[config.mk]
export PLATFORM = sky130hd
export DESIGN_NAME = adc_seq
export DESIGN_NICKNAME = d
export VERILOG_FILES = /design/src/rtl/adc_seq.sv
export SDC_FILE = /design/constraint.sdc
export NUM_CORES = 1
export LEC_CHECK = 0
export CAP_MARGIN = 10
export CORE_UTILIZATION = 45
export DETAILED_ROUTE_END_ITERATION = 10
export HOLD_SLACK_MARGIN = 0.12
export PLACE_DENSITY = 0.66
export SYNTH_ARGS = -nofsm -noshare
export SYNTH_HDL_FRONTEND = slang
export SYNTH_SLANG_ARGS = --single-unit
[constraint.sdc]
create_clock -name clock -period 2.6 [get_ports clock]
set_input_delay 0.39 -clock clock [delete_from_list [all_inputs] [get_ports clock]]
set_output_delay 0.39 -clock clock [all_outputs]
set_load 0.005 [all_outputs]
[src/rtl/adc_seq.sv]
// adc_seq: continuous multi-channel sequencer for a 12-bit serial ADC
// (16-clock frames, address on DIN bits 2..4, result on DOUT bits 4..15).
// Optional feature: define ADC_SEQ_AVG4_EN to report the average of every
// four samples per channel instead of every sample.
module adc_seq #(
    parameter int NCH     = 8,
    parameter int CLK_DIV = 4
) (
    input  logic           clock,
    input  logic           reset,
    input  logic           enable,
    input  logic [NCH-1:0] chan_mask,
    output logic [11:0]    data,
    output logic [2:0]     data_ch,
    output logic           data_valid,
    output logic           busy,
    output logic           CS_N,
    output logic           SADDR,
    output logic           SCLK,
    input  logic           SDAT
);

    // One counter serves the SCLK half-period and the STOP hold time.
    localparam int CW = $clog2(2 * CLK_DIV);
    localparam logic [CW-1:0] HALF_LAST = CW'(CLK_DIV - 1);
    localparam logic [CW-1:0] STOP_LAST = CW'(2 * CLK_DIV - 1);

    typedef enum logic [1:0] {IDLE, SETUP, SHIFT, STOP} state_t;

    state_t        state;
    logic [CW-1:0] cnt;
    logic [3:0]    bit_idx;
    logic [2:0]    cur_ch;    // channel being converted in this frame
    logic [2:0]    addr_ch;   // channel addressed in this frame (converted next)
    logic [2:0]    nxt_ch;
    logic          keep;      // this frame's result is reportable
    logic [11:0]   shreg;
    logic          rpt_pend;
    logic [11:0]   rpt_data;
    logic [2:0]    rpt_ch;

    // DIN carries the next channel address MSB first on bits 2, 3 and 4.
    function automatic logic addr_bit(input logic [3:0] idx, input logic [2:0] ch);
        case (idx)
            4'd2:    return ch[2];
            4'd3:    return ch[1];
            4'd4:    return ch[0];
            default: return 1'b0;
        endcase
    endfunction

    // Next channel: lowest set mask bit above cur_ch, else wrap to lowest set bit.
    always_comb begin
        // NOTE: a default before any conditional assignment keeps this block
        // purely combinational; a missing path would infer a latch.
        nxt_ch = '0;
        for (int i = NCH - 1; i >= 0; i--) begin
            if (chan_mask[i]) nxt_ch = 3'(i);
        end
        for (int i = NCH - 1; i >= 0; i--) begin
            if (chan_mask[i] && (i > int'(cur_ch))) nxt_ch = 3'(i);
        end
    end

    // Frame sequencer: drives CS_N/SCLK/SADDR and captures DOUT.
    always_ff @(posedge clock) begin
        // NOTE: sequential state uses non-blocking assignments so every
        // register samples pre-edge values regardless of statement order.
        if (reset) begin
            state    <= IDLE;
            cnt      <= '0;
            bit_idx  <= '0;
            CS_N     <= 1'b1;
            SCLK     <= 1'b1;
            SADDR    <= 1'b0;
            busy     <= 1'b0;
            cur_ch   <= '0;
            addr_ch  <= '0;
            keep     <= 1'b0;
            shreg    <= '0;
            rpt_pend <= 1'b0;
            rpt_data <= '0;
            rpt_ch   <= '0;
        end else begin
            rpt_pend <= 1'b0;
            case (state)
                IDLE: begin
                    cnt <= '0;
                    if (enable && |chan_mask) begin
                        state  <= SETUP;
                        CS_N   <= 1'b0;
                        busy   <= 1'b1;
                        cur_ch <= '0;   // converter powers up on channel 0
                    end
                end
                SETUP: begin
                    if (cnt == HALF_LAST) begin
                        state   <= SHIFT;
                        cnt     <= '0;
                        SCLK    <= 1'b0;
                        bit_idx <= '0;
                        SADDR   <= 1'b0;
                        addr_ch <= nxt_ch;
                        keep    <= chan_mask[0];  // first frame is always channel 0
                    end else begin
                        cnt <= cnt + 1'b1;
                    end
                end
                SHIFT: begin
                    if (cnt != HALF_LAST) begin
                        cnt <= cnt + 1'b1;
                    end else begin
                        cnt <= '0;
                        if (!SCLK) begin
                            SCLK <= 1'b1;
                            if (bit_idx >= 4'd4) shreg <= {shreg[10:0], SDAT};
                            if (bit_idx == 4'd15) begin
                                rpt_pend <= keep;
                                rpt_data <= {shreg[10:0], SDAT};
                                rpt_ch   <= cur_ch;
                                cur_ch   <= addr_ch;
                            end
                        end else if (bit_idx != 4'd15) begin
                            SCLK    <= 1'b0;
                            bit_idx <= bit_idx + 4'd1;
                            SADDR   <= addr_bit(bit_idx + 4'd1, addr_ch);
                        end else if (enable && |chan_mask) begin
                            SCLK    <= 1'b0;
                            bit_idx <= '0;
                            SADDR   <= 1'b0;
                            addr_ch <= nxt_ch;
                            keep    <= 1'b1;
                        end else begin
                            state <= STOP;
                            CS_N  <= 1'b1;
                            busy  <= 1'b0;
                        end
                    end
                end
                STOP: begin
                    if (cnt == STOP_LAST) begin
                        state <= IDLE;
                        cnt   <= '0;
                    end else begin
                        cnt <= cnt + 1'b1;
                    end
                end
                default: state <= IDLE;
            endcase
        end
    end

`ifdef ADC_SEQ_AVG4_EN
    logic [13:0] acc  [NCH];
    logic [1:0]  acnt [NCH];
    logic [13:0] sum;

    assign sum = acc[rpt_ch] + 14'(rpt_data);

    // Result stage: accumulate four samples per channel, report the truncated mean.
    always_ff @(posedge clock) begin
        if (reset) begin
            data       <= '0;
            data_ch    <= '0;
            data_valid <= 1'b0;
            // NOTE: the accumulators are a handful of flops, not a RAM, and a
            // stale partial sum must never leak into a report, so they are reset.
            for (int i = 0; i < NCH; i++) begin
                acc[i]  <= '0;
                acnt[i] <= '0;
            end
        end else begin
            data_valid <= 1'b0;
            if (state == IDLE) begin
                for (int i = 0; i < NCH; i++) begin
                    acc[i]  <= '0;
                    acnt[i] <= '0;
                end
            end else if (rpt_pend) begin
                if (acnt[rpt_ch] == 2'd3) begin
                    data_valid    <= 1'b1;
                    data          <= sum[13:2];
                    data_ch       <= rpt_ch;
                    acc[rpt_ch]   <= '0;
                    acnt[rpt_ch]  <= '0;
                end else begin
                    acc[rpt_ch]  <= sum;
                    acnt[rpt_ch] <= acnt[rpt_ch] + 2'd1;
                end
            end
        end
    end
`else
    // Result stage: publish every reportable frame one clock after its last bit.
    always_ff @(posedge clock) begin
        if (reset) begin
            data       <= '0;
            data_ch    <= '0;
            data_valid <= 1'b0;
        end else begin
            data_valid <= rpt_pend;
            if (rpt_pend) begin
                data    <= rpt_data;
                data_ch <= rpt_ch;
            end
        end
    end
`endif

endmodule

==> summary.txt <==
Power
  – Power share of the combinational group: 19.3%
  – Switching Fraction: 28.5%
  – Clock network fraction of total power: 36.0%
  – Flop pwr share: 44.7%
  – Internal power: 1630 uW
  – Pwr dens: 663 nW/um^2
  – Peak VDD IR: 0.000491 V
  – Lkg Pwr: 0.00119 uW
  – Sw power: 647 uW

Detailed routing
  – Final WL: 5.54 mm
  – DRT antenna net count: 0
  – Vias: 2323
  – Avg WL per Cell: 12.6 um
  – DRC: 0
  – Vias per std cell: 5.27
  – TritonRoute pass-1 iters: 4
  – Drt first-iter violations: 81

Placement
  – Routability cong.: 0.752
  – I/O Buffers: 31
  – Dpl hpwl: 3.79 mm

Logic synthesis
  – Syn Inst Count: 328
  – Sequential share of the synthesized area: 44.6%
  – Cell area after synthesis: 2830 um^2
  – Synth warn: 0
  – Post-synth EDFFs: 0
  – Synth cell types: 43
  – Syn avg cell area: 8.63 um^2
  – Top FF cell, synth: dfxtp_1
  – Flops & latches, synth: 63
  – Synth Net Count: 351
  – Async S/R FF share, synth: 0%

Worst setup path
  – Crit Path Max Fanout: 9
  – Worst Setup End Kind: flip-flop
  – Startpoint types: input pin
  – Max stage delay on crit path: 0.57 ns
  – Critical Path AT: 2.44 ns
  – R2r setup slk: 0.53 ns
  – Worst Path Required: 2.88 ns
  – CP Cell Sequence: clkdlybuf4s50_1 -> or4_1 -> o21ai_4 -> a21boi_2 -> a2111oi_4 -> mux2i_1
  – Slowest CP cell: or4_1
  – Crit path kind: input pin to flip-flop
  – R2R cell count: 6

Floorplanning
  – Die width: 81.3 um
  – Die Ht: 81.3 um
  – Starting Density: 47.2%
  – Row count: 28
  – Core Box Area: 5990 um^2
  – Die area: 6610 um^2
  – # IOs: 32

Global routing
  – Vias in the first global route: 2116
  – First-pass GRT wire length: 9.58 mm
  – Largest net degree at the start of global routing: 44
  – Total GRT Usage: 19.2%
  – Total gr overflow: 0
  – Initial antenna violation count: 0

CTS
  – Num CTS Buffers: 9
  – Htree depth: 3
  – Hold_buf cts: 0
  – Max Buffers Root-to-Sink: 2
  – Clk Latency, worst-skew pair: 0.34 ns
  – Post-CTS sizing: 0
  – Clock sink count: 63
  – Clk slew on worst S/H paths: 0.07 ns
  – CTS tree: done
  – Root buf cell: clkbuf_8
  – Post-CTS Setup Bufs: 0

STA
  – Final Critical Period: 2.16 ns
  – Setup TNS Final: 0 ns
  – Fin. Hold Viols: 0
  – RSZ-0062 raised after global routing: no
  – Peak Freq: 462 MHz
  – Slew @ Worst Pin: 0.950 ns
  – Worst slew margin: 36.6%
  – Final Hold Slack: 0.419 ns
  – Clock Skew: 0.0107 ns
  – Period utilization: 83.2%
  – Final Max Tran Viols: 0
  – Setup violators final: 0

Cells and area
  – Area Overhead vs Synth: 21.1%
  – Layout cells sized above 1: 9.29%
  – Ant. Diodes: 0
  – Core Util, Final: 57.2%
  – Fill cells: 549
  – Most frequent cells in the layout: dfxtp_1 (63), nor2_1 (45), nand2_1 (44)
  – Commonest non-fill, non-tap cell in the layout: dfxtp_1
  – Nets: 384

Hold path
  – Hold depth: 1
  – Worst hold path class: flip-flop to flip-flop

Flow run
  – Max Cap Viol: 0

Status
  – Status: finished, final reports clean
-- critical path, delay by kind of cell --
kind | cells | cell delay, ns
compound gates | 3 | 0.78
mux | 1 | 0.22
simple gates | 1 | 0.57
buf+inv | 1 | 0.48
-- path summary, 6_finish.rpt --
path	startpoint	end
setup reg to reg	bit_idx[0]	cur_ch[1]
hold / removal	cnt[0]	cnt[0]
setup / recovery	chan_mask[4]	state[1]
hold reg to reg	cnt[0]	cnt[0]
-- area by class of cell --
cell class,count,area (um^2),area share [%]
clock buffers,10,128,3.72
inverters,10,37.5,1.09
clock inverters,6,61.3,1.79
repair buffers,42,388,11.3
flip-flops and latches,63,1260,36.8
multi-input cells,235,1460,42.6
well taps,75,93.8,2.74
-- registers in the layout, summed over array words and instances (netlist names), 2 cells and up --
register	cells
rpt_ch	3
data	12
addr_ch	3
data_ch	3
cur_ch	3
bit_idx	4
rpt_data	12
state	2
shreg	11
cnt	3
-- cell families (layout without fill, tap and decap cells) --
logic type	count (synthesis)	count (layout)	synth area share, %
fa+ha+maj	11	11	4.86
flops	63	63	44.6
compound gates	62	62	14.8
xor+xnor	1	1	0.310
mux	30	30	10.7
simple gates	131	131	20.7
buf+inv	30	68	4.07
-- power by group through the flow --
stage / registers, uW / logic (uW) / clock network (uW)
floorplan: 1030 / 314 / 0
detailed placement: 1040 / 438 / 0
finish: 1020 / 440 / 818
CTS: 1020 / 440 / 843
global route: 1020 / 487 / 887
global placement: 1040 / 429 / 0
-- Yosys cell counts, types with 2 or more instances --
library cell / number / area (um^2)
a211oi_1: 3 / 22.5
a21oi_1: 28 / 140
a22oi_1: 4 / 30.0
a31oi_1: 3 / 18.8
and2_1: 2 / 12.5
and3_1: 2 / 12.5
buf_2: 2 / 10.0
clkbuf_1: 18 / 67.6
dfxtp_1: 63 / 1260
ha_1: 11 / 138
inv_1: 10 / 37.5
mux2i_1: 29 / 290
nand2_1: 44 / 165
nand2b_1: 9 / 56.3
nand3_1: 11 / 55.1
nor2_1: 45 / 169
nor2b_1: 5 / 31.3
nor3_1: 6 / 30.0
o21ai_0: 4 / 20.0
o21bai_1: 3 / 22.5
o22ai_1: 3 / 18.8
o31ai_1: 2 / 15.0
-- stage by stage --
stage	std cells	area, um^2	power [uW]	worst slack, ns
6_report	441	3430	2270	0.437
5_1_grt	441	3430	2400	0.336
4_1_cts	441	3430	2300	0.447
3_5_place_dp	425	3240	1480	0.0811
3_3_place_gp	425	3240	1470	0.169
2_1_floorplan	328	2830	1350	0.632
-- layer usage --
metal	GRT usage (%)	up-vias	wire, um
li1	-	1195	-
met4	9.64	0	118
met1	24.8	1085	2780
met5	0	-	0
met2	29.8	35	2510
met3	4.72	8	142
No activity file was read; power rests on OpenSTA's default activity.
